<file path="src/rtl/wb_write_arbiter.sv">
// Register-file write-back arbiter: one-entry ALU holding register (A) and a
// B_DEPTH FIFO for long-latency results (B). Optional macro: WB_PENDING_MASK_EN.
module wb_write_arbiter #(
  parameter int B_DEPTH      = 4,
  parameter int STARVE_LIMIT = 3
) (
  input  logic                       clk,
  input  logic                       reset,
  input  logic                       a_valid,
  output logic                       a_ready,
  input  logic [4:0]                 a_reg,
  input  logic [31:0]                a_data,
  input  logic                       b_valid,
  output logic                       b_ready,
  input  logic [4:0]                 b_reg,
  input  logic [31:0]                b_data,
  output logic [4:0]                 WriteReg,
  output logic [31:0]                WriteData,
  output logic                       WriteEn,
  output logic [$clog2(B_DEPTH):0]   b_count,
  output logic                       idle,
  output logic [31:0]                pending_mask
);

  localparam int DATA_W = 32;
  localparam int PTR_W  = $clog2(B_DEPTH);
  localparam int CNT_W  = PTR_W + 1;
  localparam int SC_W   = $clog2(STARVE_LIMIT + 1);

  logic              a_vld_p0;
  logic [4:0]        a_reg_p0;
  logic [DATA_W-1:0] a_data_p0;

  logic [4:0]        b_reg_mem  [B_DEPTH];
  logic [DATA_W-1:0] b_data_mem [B_DEPTH];
  logic [PTR_W-1:0]  b_wr_ptr;
  logic [PTR_W-1:0]  b_rd_ptr;
  logic [SC_W-1:0]   starve_cnt;

  logic              b_nonempty;
  logic              b_force;
  logic              grant_a;
  logic              grant_b;
  logic              a_push;
  logic              b_push;
  logic [4:0]        b_head_reg;
  logic [4:0]        g_reg;
  logic [DATA_W-1:0] g_data;

  // B wins a contested cycle when starved, or when both target the same
  // nonzero register: the FIFO head is older, so it must land first.
  always_comb begin
    b_head_reg = b_reg_mem[b_rd_ptr];
    b_nonempty = (b_count != '0);
    b_force    = (starve_cnt == SC_W'(STARVE_LIMIT)) ||
                 ((a_reg_p0 == b_head_reg) && (a_reg_p0 != 5'd0));
    grant_b    = b_nonempty && (!a_vld_p0 || b_force);
    grant_a    = a_vld_p0 && !grant_b;
  end

  // Ready is held low during reset so the reset cycle never completes a handshake.
  assign a_ready = !reset && (!a_vld_p0 || grant_a);
  assign b_ready = !reset && ((b_count < CNT_W'(B_DEPTH)) || grant_b);
  assign a_push  = a_valid && a_ready;
  assign b_push  = b_valid && b_ready;

  always_comb begin
    g_reg  = a_reg_p0;
    g_data = a_data_p0;
    if (grant_b) begin
      g_reg  = b_head_reg;
      g_data = b_data_mem[b_rd_ptr];
    end
  end

  // Stage p0: buffer state (A holding register, B FIFO, starvation counter)
  always_ff @(posedge clk) begin
    if (reset) begin
      a_vld_p0   <= 1'b0;
      b_wr_ptr   <= '0;
      b_rd_ptr   <= '0;
      b_count    <= '0;
      starve_cnt <= '0;
    end else begin
      if (a_push)
        a_vld_p0 <= 1'b1;
      else if (grant_a)
        a_vld_p0 <= 1'b0;

      if (b_push)
        b_wr_ptr <= b_wr_ptr + 1'b1;
      if (grant_b)
        b_rd_ptr <= b_rd_ptr + 1'b1;

      case ({b_push, grant_b})
        2'b10:   b_count <= b_count + 1'b1;
        2'b01:   b_count <= b_count - 1'b1;
        default: b_count <= b_count;
      endcase

      if (grant_b)
        starve_cnt <= '0;
      else if (b_nonempty && (starve_cnt != SC_W'(STARVE_LIMIT)))
        starve_cnt <= starve_cnt + 1'b1;
    end
  end

  always_ff @(posedge clk) begin
    if (a_push) begin
      a_reg_p0  <= a_reg;
      a_data_p0 <= a_data;
    end
    if (b_push) begin
      b_reg_mem[b_wr_ptr]  <= b_reg;
      b_data_mem[b_wr_ptr] <= b_data;
    end
  end

  // Stage p1: register-file write port; $zero entries are consumed silently
  always_ff @(posedge clk) begin
    if (reset) begin
      WriteEn   <= 1'b0;
      WriteReg  <= 5'd0;
      WriteData <= '0;
    end else begin
      WriteEn <= (grant_a || grant_b) && (g_reg != 5'd0);
      if (grant_a || grant_b) begin
        WriteReg  <= g_reg;
        WriteData <= g_data;
      end
    end
  end

  assign idle = !a_vld_p0 && (b_count == '0) && !WriteEn;

`ifdef WB_PENDING_MASK_EN
  logic [PTR_W-1:0] pm_idx;

  always_comb begin
    pending_mask = 32'h0;
    pm_idx       = b_rd_ptr;
    if (a_vld_p0)
      pending_mask[a_reg_p0] = 1'b1;
    for (int k = 0; k < B_DEPTH; k++) begin
      pm_idx = b_rd_ptr + PTR_W'(k);
      if (CNT_W'(k) < b_count)
        pending_mask[b_reg_mem[pm_idx]] = 1'b1;
    end
    pending_mask[0] = 1'b0;
  end
`else
  assign pending_mask = 32'h0;
`endif

endmodule
</file>
<file path="config.mk">
export PLATFORM = sky130hd
export DESIGN_NAME = wb_write_arbiter
export DESIGN_NICKNAME = d
export VERILOG_FILES = /design/src/rtl/wb_write_arbiter.sv
export SDC_FILE = /design/constraint.sdc
export NUM_CORES = 1
export LEC_CHECK = 0
export CAP_MARGIN = 20
export CORE_MARGIN = 2
export CORE_UTILIZATION = 41
export DETAILED_ROUTE_END_ITERATION = 12
export PLACE_DENSITY = 0.63
export SETUP_SLACK_MARGIN = 0.2
export SLEW_MARGIN = 15
export SYNTH_ARGS = -nofsm -noshare
export SYNTH_HDL_FRONTEND = slang
export SYNTH_SLANG_ARGS = --single-unit
</file>
<file path="constraint.sdc">
create_clock -name clk -period 4 [get_ports clk]
set_input_delay 1 -clock clk [delete_from_list [all_inputs] [get_ports clk]]
set_output_delay 1 -clock clk [all_outputs]
set_load 0.01 [all_outputs]
</file>
Word-level counts from Yosys, hierarchy flattened
Memories as Yosys holds them, arrays and structs flattened. A register that Yosys moved wholly into a read port is not among the register bits. Index checks and enable logic that the tools add are counted.

Bits in registers: 85. Bits in writable memories: 148. Input bits: 78. Output and inout bits: 76. Logic and storage cells: 61. Memories kept: 2.

Memory list: b_data_mem (depth 4, bits a word 32, rd ports 1, clocked after memory_dff 1, write ports 1, line 35) `logic [DATA_W-1:0] b_data_mem [B_DEPTH];`; b_reg_mem (depth 4, bits a word 5, rd ports 1, clocked after memory_dff 1, write ports 1, line 34) `logic [4:0] b_reg_mem [B_DEPTH];`.

Add/subtract/negate cells: 5. $lt $le $gt $ge: 1. Eq/ne operators: 5. Multiplexer cells: 11. Reduce and logical (&&, ||, !) cells: 27.

Operator list (count): 32-bit two-way mux (1); 1-bit logical AND (11); 5-bit nonzero test (2); 2-bit two-way mux (4); 2-bit by 1-bit adder with 2-bit output (second input constant) (3); 3-bit case mux with 2 select lines (1); 5-bit equality test (1); 1-bit logical OR (5); 5-bit two-way mux (1); 2-bit equality test (second input constant) (2); 1-bit zero test (4); 1-bit two-way mux (4); 2-bit nonzero test (2); 3-bit by 1-bit adder with 3-bit output (second input constant) (1); 3-bit zero test (1); 3-bit < comparator (second input constant) (1); 3-bit nonzero test (1); 3-bit by 1-bit subtractor with 3-bit output (second input constant) (1); 2-bit by 1-bit equality test with 1-bit output (second input constant) (1); 2-bit inequality test (second input constant) (1); 2-bit OR reduction (1).

Logic depth before layout (Yosys ltp)
Gate-level depths: netlist of the first run.

Depth in word-level cells: 11. Gate-level depth with buffers: 13. Mapped depth without buffers: 12.

Least setup slack after synthesis of the first run
No wires, ideal clock.

Path kind: register -> register. Start: register (tool-made name). End: register a_data_p0[0] (enable). Data arrival time: 2.973 ns. Required time: 3.602 ns. Setup slack: 0.629 ns. Stages on the path, launching flop included: 10. Buffers on the path: 2. Period minus slack after synthesis: 3.371 ns. Cells stage by stage: dfxtp_1 -> buf_4 -> mux4_2 -> xor2_1 -> a211oi_2 -> a31oi_1 -> inv_2 -> buf_2 -> a21oi_1 -> and2_1.

RTL lines: end signal: assignment (line 111) `a_data_p0 <= a_data;`; end: declaration (line 32) `logic [DATA_W-1:0] a_data_p0;`.

==> results of run 1 <==
how the worst max path moves through the flow:
| stage | from | endpoint | slack [ns] | depth (start not counted) |
|---|---|---|---|---|
| after floorplan | flop | a_data_p0[0] | 0.63 | 9 |
| after global placement | flop | b_ready | 0.39 | 6 |
| after detailed placement | flop | b_ready | 0.36 | 6 |
| after CTS | flop | b_ready | 0.31 | 6 |
| after global routing | flop | b_ready | 0.21 | 6 |
| final | flop | b_ready | 0.32 | 6 |
per-stage QoR:
stage / hold WS [ns] / std cells / setup WS (ns) / instance area [um^2]
after floorplan: 0.436 / 586 / 0.629 / 9050
after global placement: 0.444 / 938 / 0.392 / 10400
after detailed placement: 0.470 / 938 / 0.360 / 10400
after CTS: 0.478 / 985 / 0.314 / 11300
after global routing: 0.500 / 987 / 0.211 / 11300
final: 0.482 / 987 / 0.324 / 11300
cells in the mapped netlist:
cell type  instances  area share, %
nand2_1            4           0.17
xor2_1             5           0.49
a21oi_1            8           0.45
mux2_2             2           0.25
nor2b_1            1          0.070
edfxtp_1         185             62
nand2b_1           3           0.21
fa_1               1           0.22
inv_2              1          0.042
o21ai_0            2           0.11
buf_2              7           0.39
xnor2_1            2           0.20
a21oi_2            1          0.098
or3_1              3           0.21
nor4_1            38            2.7
and2_1             5           0.35
inv_1              8           0.34
mux4_2            37            9.3
a31oi_1            1          0.070
a211oi_1           2           0.17
clkbuf_1          20           0.84
dfxtp_1           50             11
nor3_1            37            2.1
a211oi_2           1           0.14
a211o_1            1          0.098
conb_1             1          0.042
buf_4             33            2.8
mux2i_1            2           0.22
ha_1               6           0.84
nand3_1            1          0.056
a21boi_0           1          0.084
buf_1              1          0.042
nor2_1            85            3.6
routing by layer:
metal / routed length (um) / part of all wire [%] / vias to the layer above / track usage [%]
li1: - / - / 2299 / -
met1: 8280 / 43 / 2516 / 23.0
met2: 9350 / 49 / 173 / 28.3
met3: 1090 / 5.7 / 27 / 3.35
met4: 334 / 1.8 / 0 / 4.12
met5: 0 / 0 / - / 0
repair_timing:
| item | CTS | global route |
|---|---|---|
| endpoints found under the setup margin | 2 | 0 |
| gates resized for setup | 8 | 0 |
| setup buffers | 3 | 0 |
cells by family (layout without fill, tap and decap cells):
family | Yosys count | count (layout) | synth area share, %
buffers and inverters | 70 | 191 | 4.43
AOI/OAI and AO/OA | 17 | 17 | 1.22
xor gates and xnor gates | 7 | 7 | 0.686
muxes | 41 | 41 | 9.80
DFF | 235 | 235 | 73.4
adders and majority gates | 7 | 7 | 1.06
other | 1 | 32 | 0.0420
and+or+nand+nor | 177 | 177 | 9.37
power by group through the flow:
stage / Combinational [W] / Clock, W / Sequential, W
4_1_cts: 0.00243 / 0.00233 / 0.00316
5_1_grt: 0.00270 / 0.00243 / 0.00319
3_5_place_dp: 0.00237 / 0 / 0.00322
6_report: 0.00245 / 0.00229 / 0.00316
2_1_floorplan: 0.00136 / 0 / 0.00325
3_3_place_gp: 0.00233 / 0 / 0.00321
worst register-to-register path: stages, from the launching register on:
cell and delay, ns:
dfxtp_4 0.36, mux4_2 0.54, a211o_1 0.33, a211oi_4 0.32, a21boi_2 0.14, a21oi_2 0.35, inv_1 0.09, ha_1 0.23
inv_1 0.08, fa_1 0.18, xor2_1 0.08, or3_1 0.31, a21oi_1 0.15
registers in the layout, summed over array words and instances (netlist names), named ones only:
register    count
b_data_mem    128
WriteData      32
a_data_p0      32
b_reg_mem      20
WriteReg        5
a_reg_p0        5
b_count         3
b_rd_ptr        2
b_wr_ptr        2
starve_cnt      2
WriteEn         1
a_vld_p0        1
final cells by class:
type | instances | area [um^2]
clock inverter | 9 | 131
inverter | 9 | 33.8
multi-input combinational | 281 | 2160
tap | 280 | 350
clock buffer | 35 | 692
timing repair buffer | 138 | 1410
fill | 1738 | 10300
sequential | 235 | 6560
==> impl_metrics.yaml, run 1 <==
pwr:
  pwr-share-clk_pct: 29.0
  internal_power_w: 0.00548
  total_power_w: 0.00790
  p_sw_share_pct: 30.7
  power.leakage_nw: 3.83
  ir_drop_v: 0.000504
  p_comb_share_pct: 31.0
  pwr-share-seq_pct: 40.0
  p_sw_w: 0.00243
  power_density_mw_per_mm2: 697
global_route:
  grt_usage_pct: 16.9
  gr-total-overflow: 0
  grt_max_degree: 40
  grt_pass1_wl_um: 29100
  grt_antenna_before_repair: 0
  grt_pass1_vias: 5060
place:
  numPortBuffers: 121
  dpl.hpwl_um: 11400
  place_congestion: 0.764
setup_path:
  critical-path-max-stage-delay_ns: 0.54
  cp_top_family: "compound AO/OA/AOI/OAI gates"
  crit_path_top_delay_cell: "mux4_2"
  critPathBufInv: 1
  cp_cell_sequence: "mux4_2, a211o_1, a211oi_4, a21boi_2, a21oi_1, dlygate4sd2_1"
  reg2reg_depth: 12
  cp_max_fo: 4
  critical_path.endpoint_type: "primary output"
  rr_endpoint: "b_count[2]"
  r2r_slack_ns: 0.76
  arrival_ns: 2.68
  required_ns: 3.00
  startpoint_type: "flop"
  crit_type: "flop to primary output"
cts:
  cts_buffer_depth: 3
  cts_made_buffers: 24
  hold_buffers: 0
  cts_tree: "built"
  cts.sinks: 235
  cts_root_buffer: "clkbuf_16"
  clock_latency_ns: 0.53
  htreeDepth: 1
  clk_pin_slew_ns: 0.06
synthesis:
  yosys_warnings: 0
  synth_cell_types: 33
  synth.avg_cell_area_um2: 16.1
  syn_inst: 555
  syn-cell-area_mm2: 0.00893
  ys_seq_elements: 235
  synth-seq-area-share_pct: 73.4
sta:
  period_minus_slack_ns: 3.68
  rsz0062_at_grt: "no"
  worstMarginPinSlew_ns: 0.661
  hold_viol_final: 0
  slew_headroom_pct: 55.9
  setup_viol: 0
  timing.fmax_ghz: 0.272
  fin_skew_ns: 0.0209
  drv_slew: 0
  period_share_pct: 91.9
  fin_setup_tns_ns: 0
route:
  vias: 5015
  routed_wl_um: 19100
  wl_per_cell_um: 19.3
  via_per_inst: 5.08
  drc_errors: 0
  drtIter0Drc: 357
  dr.pass1.iters: 4
  ant_nets: 0
finish:
  antenna_cells: 0
  layout-area-overhead-vs-synth_pct: 26.9
  finalNetCount: 774
  final_common_cell: "edfxtp_1"
  fin_util_pct: 52.4
  drive_gt1_share_pct: 15.4
  layout_common_cells: "edfxtp_1 (185), clkdlybuf4s50_1 (118), nor2_1 (84)"
floorplanning:
  die_w_um: 152
  rows: 54
  io_pins: 154
  die_area_mm2: 0.0230
  floorplan.initialDensity_pct: 41.3
  die_h_um: 152
  core-area_mm2: 0.0216
run:
  max_cap_viol_count: 0
min_path:
  hold_class: "flop to flop"
  holdCritStartpoint: "b_rd_ptr[1]"
  min_path_cells: 2
run_status:
  status: "complete, no violations"
Power figures use the tool's default switching activity.
==> inputs of run 2 (changes only) <==
--- a/config.mk
+++ b/config.mk
@@ -6,12 +6,15 @@
 export NUM_CORES = 1
 export LEC_CHECK = 0
 export CAP_MARGIN = 20
+export CELL_PAD_IN_SITES_DETAIL_PLACEMENT = 1
+export CELL_PAD_IN_SITES_GLOBAL_PLACEMENT = 1
 export CORE_MARGIN = 2
 export CORE_UTILIZATION = 41
 export DETAILED_ROUTE_END_ITERATION = 12
-export PLACE_DENSITY = 0.63
+export PLACE_DENSITY = 0.74
 export SETUP_SLACK_MARGIN = 0.2
 export SLEW_MARGIN = 15
 export SYNTH_ARGS = -nofsm -noshare
 export SYNTH_HDL_FRONTEND = slang
 export SYNTH_SLANG_ARGS = --single-unit
+export TNS_END_PERCENT = 10
==> run 2 against run 1 <==
  * Utilization about the same
  * Routed wire length grew 9.4%
  * Via count rose by 2.2%
  * Sequential share of layout area hardly changed
  * Critical endpoint unchanged
  * Largest cell class unchanged
  * Highest routed layer unchanged
==> impl_metrics.yaml, run 2 (synthesized netlist as in run 1, its figures left out) <==
run_status:
  status: "complete, no violations"
cts:
  cts.sinks: 235
  cts_buffer_depth: 3
  hold_buffers: 0
  clk_pin_slew_ns: 0.06
  htreeDepth: 1
  cts_root_buffer: "clkbuf_16"
  cts_made_buffers: 26
  clock_latency_ns: 0.52
  cts_tree: "built"
finish:
  finalInstanceArea_mm2: 0.0113
  finalNetCount: 773
  layout_common_cells: "edfxtp_1 (185), clkdlybuf4s50_1 (118), nor2_1 (84)"
  drive_gt1_share_pct: 14.8
  final_common_cell: "edfxtp_1"
  layout-area-overhead-vs-synth_pct: 26.8
  largestRegisters: "b_data_mem (128), WriteData (32), a_data_p0 (32)"
  regMostFlops: "b_data_mem"
  largest_register_ffs: 128
  fin_util_pct: 52.4
sta:
  timing.fmax_ghz: 0.269
  setup_viol: 0
  rsz0062_at_grt: "yes"
  worstMarginPinSlew_ns: 0.681
  period_minus_slack_ns: 3.72
  fin_ws_ns: 0.283
  fin_skew_ns: 0.0171
  period_share_pct: 92.9
  fin_setup_tns_ns: 0
  slew_headroom_pct: 54.3
  hold_viol_final: 0
  drv_slew: 0
floorplanning:
  core-area_mm2: 0.0216
  rows: 54
  die_w_um: 152
  floorplan.initialDensity_pct: 41.3
  die_h_um: 152
  die_area_mm2: 0.0230
  io_pins: 154
place:
  pre_cts_ws_ns: 0.386
  dpl_cell_area_mm2: 0.0104
  place_congestion: 0.728
  numPortBuffers: 121
  dpl.hpwl_um: 12800
setup_path:
  critical_path.endpoint_type: "primary output"
  startpoint_type: "flop"
  critical-path-max-stage-delay_ns: 0.56
  crit_path_top_delay_cell: "mux4_2"
  cp_max_fo: 7
  arrival_ns: 2.72
  cp_cell_sequence: "mux4_2, a211o_1, a211oi_4, a21boi_2, a21oi_1, dlygate4sd2_1"
  required_ns: 3.00
  crit_type: "flop to primary output"
pwr:
  pwr-share-clk_pct: 29.5
  pwr-share-seq_pct: 39.6
  power_density_mw_per_mm2: 706
  p_sw_share_pct: 31.2
  p_comb_share_pct: 30.9
  internal_power_w: 0.00550
  total_power_w: 0.00800
  power.leakage_nw: 3.84
  p_sw_w: 0.00250
  ir_drop_v: 0.000532
global_route:
  gr-total-overflow: 0
  grt_usage_pct: 18.5
  grt_antenna_before_repair: 1
  grt_pass1_wl_um: 32000
  grt_pass1_vias: 5620
  grt_max_degree: 47
route:
  ant_nets: 0
  dr.pass1.iters: 4
  routed_wl_um: 20800
  vias: 5126
  via_per_inst: 5.18
  drc_errors: 0
  wl_per_cell_um: 21.1
  drtIter0Drc: 334
run:
  max_cap_viol_count: 0
min_path:
  hold_class: "flop to flop"
==> run 2: routing by layer <==
| layer | track usage, % | routed length [um] | share of wire (%) |
|---|---|---|---|
| met1 | 24.1 | 8860 | 43 |
| met2 | 32.3 | 10400 | 50 |
| met3 | 3.80 | 1330 | 6.4 |
| met4 | 3.75 | 266 | 1.3 |
| met5 | 0 | 0 | 0 |
==> run 2: power groups by stage <==
stage	sequential [W]	clock, W	combinational, W
final	0.00317	0.00236	0.00248
after global routing	0.00321	0.00250	0.00271
after CTS	0.00317	0.00241	0.00248
after detailed placement	0.00322	0	0.00245
after global placement	0.00319	0	0.00236
after floorplan	0.00325	0	0.00136
==> run 2: through the flow <==
stage                     hold WS (ns)  std cells
after floorplan                  0.436        586
after global placement           0.444        938
after detailed placement         0.465        938
after CTS                        0.474        986
after global routing             0.486        988
final                            0.468        989
==> run 2: what timing repair did <==
item,CTS,global route
pin swaps,1,1
setup endpoints to repair,2,2
gates cloned,0,0
gates resized for setup,4,1
buffers inserted,0,0
==> run 2: cell type report <==
cell class                      count  area [um^2]
Clock inverter                     14          143
Sequential cell                   235         6560
Clock buffer                       34          712
Antenna cell                        1         2.50
Timing Repair Buffer              135         1390
Fill cell                        2072        10300
Multi-Input combinational cell    281         2140
Tap cell                          280          350
Inverter                            9         33.8
==> run 2: path summary, 6_finish.rpt <==
path	start	end	slack [ns]	cells after the start
max reg2reg	flop	b_count[2]	0.70	12
max	flop	b_ready	0.28	6
min	starve_cnt[1]	starve_cnt[1]	0.47	2
min reg2reg	starve_cnt[1]	starve_cnt[1]	0.47	2
==> run 2: worst max-delay path: cells and delay by family (launching register included) <==
kind	cells	cell delay, ns
muxes	1	0.56
DFF	1	0.41
AOI/OAI and AO/OA	4	0.95
buffers and inverters	1	0.29
==> inputs of run 3 (changes only) <==
==> constraint.sdc (replaced) <==
create_clock -name clk -period 4.7 [get_ports clk]
set_input_delay 1.175 -clock clk [delete_from_list [all_inputs] [get_ports clk]]
set_output_delay 1.175 -clock clk [all_outputs]
set_load 0.01 [all_outputs]
==> run 3 against run 2 <==
  * Power decreased by 14%
  * Hold slack gained 0.0072 ns
  * Die area did not move
  * Clock skew is 0.0040 ns higher
  * Register-to-register slack improved by 0.33 ns
  * Via count rose by 0.86%
  * Sequential power fell by 15%
  * Global-route usage rose by 0.51 points
  * Sequential share of layout area down 0.057 points
  * Utilization is 0.052 points higher
  * Critical path type unchanged
  * Highest routed layer is now met5
==> impl_metrics.yaml, run 3 (synthesized netlist as in run 1, its figures left out) <==
run_status:
  status: "complete, no violations"
setup_path:
  crit_path_top_delay_cell: "mux4_2"
  critical_path.endpoint_type: "primary output"
  cp_max_fo: 6
  startpoint_type: "flop"
  arrival_ns: 3.15
  crit_type: "flop to primary output"
  r2r_slack_ns: 1.03
  critical-path-max-stage-delay_ns: 0.56
  required_ns: 3.52
  cp_cell_sequence: "mux4_2, a211o_1, a211oi_2, a21boi_0, a21oi_1, clkdlybuf4s50_1"
cts:
  clock_latency_ns: 0.55
  cts_resized: 0
  cts_buffer_depth: 3
  clk_pin_slew_ns: 0.06
  cts.sinks: 235
  cts_tree: "built"
  postCtsSetupRepairBufs: 0
  cts_made_buffers: 26
  htreeDepth: 1
  hold_buffers: 0
  cts_root_buffer: "clkbuf_16"
min_path:
  holdCritStartpoint: "starve_cnt[1]"
  hold_class: "flop to flop"
global_route:
  gr-total-overflow: 0
  grt_usage_pct: 19.0
  grt_pass1_vias: 5652
  grt_pass1_wl_um: 32600
  grt_max_degree: 50
  grt_antenna_before_repair: 4
route:
  via_per_inst: 5.21
  drtIter0Drc: 328
  drc_errors: 0
  ant_nets: 0
  dr.pass1.iters: 4
  vias: 5170
  routed_wl_um: 21200
  wl_per_cell_um: 21.4
place:
  numPortBuffers: 121
  dpl_cell_area_mm2: 0.0104
  dpl.hpwl_um: 12900
  place_congestion: 0.734
sta:
  slew_headroom_pct: 55.2
  fin_skew_ns: 0.0210
  period_share_pct: 92.0
  setup_viol: 0
  whs_ns: 0.475
  hold_viol_final: 0
  drv_slew: 0
  fin_setup_tns_ns: 0
  timing.fmax_ghz: 0.231
  rsz0062_at_grt: "no"
  worstMarginPinSlew_ns: 0.672
  period_minus_slack_ns: 4.32
run:
  max_cap_viol_count: 0
finish:
  drive_gt1_share_pct: 15.2
  seqCellArea_mm2: 0.00656
  regMostFlops: "b_data_mem"
  largest_register_ffs: 128
  layout-area-overhead-vs-synth_pct: 27.0
  fin_util_pct: 52.5
  final.fill_count: 2081
  finalNetCount: 774
  largestRegisters: "b_data_mem (128), WriteData (32), a_data_p0 (32)"
  multi_input_area_mm2: 0.00213
  final_common_cell: "edfxtp_1"
  finalInstanceArea_mm2: 0.0113
  layout_common_cells: "edfxtp_1 (185), clkdlybuf4s50_1 (120), nor2_1 (84)"
floorplanning:
  floorplan.initialDensity_pct: 41.3
  die_h_um: 152
  rows: 54
  core-area_mm2: 0.0216
  io_pins: 154
  die_w_um: 152
  die_area_mm2: 0.0230
pwr:
  power_density_mw_per_mm2: 608
  total_power_w: 0.00689
  power.leakage_nw: 3.84
  ir_drop_v: 0.000370
==> run 3: path summary, 6_finish.rpt <==
kind,to,cells after the start
max,b_ready,6
min,starve_cnt[1],2
max reg2reg,b_count[2],12
min reg2reg,starve_cnt[1],2
==> run 3: power by group <==
group	internal [W]	leakage [nW]	switching (W)
sequential	0.00254	2.11	0.000160
combinational	0.000908	1.30	0.00117
clock	0.00130	0.440	0.000820
total	0.00474	3.84	0.00215
==> run 3: cell type report <==
class / count / share of cell area [%]
clock inverters: 11 / 1.64
inverters: 9 / 0.298
clock buffers: 37 / 6.37
flip-flops and latches: 235 / 57.8
diodes: 3 / 0.0662
multi-input cells: 281 / 18.8
repair buffers: 136 / 11.9
well taps: 280 / 3.09
==> run 3: through the flow <==
stage,std cells,setup WS [ns]
global route,989,0.281
CTS,987,0.363
global placement,939,0.915
finish,992,0.378
detailed placement,939,0.938
floorplan,586,1.33
==> run 3: metal layers <==
layer	part of all wire (%)	GRT usage, %	routed length, um	up-vias
met5	0.061	0	13	-
met4	1.8	4.81	389	2
met3	7.4	4.91	1570	28
met2	50	32.4	10600	193
met1	41	24.3	8640	2640
li1	-	-	-	2307
==> run 3: critical path, delay by kind of cell (launching register included) <==
family	cells	cell delay (ns)
AO/OA/AOI/OAI	4	1.09
multiplexers	1	0.56
buffers and inverters	1	0.56
flip-flops	1	0.40
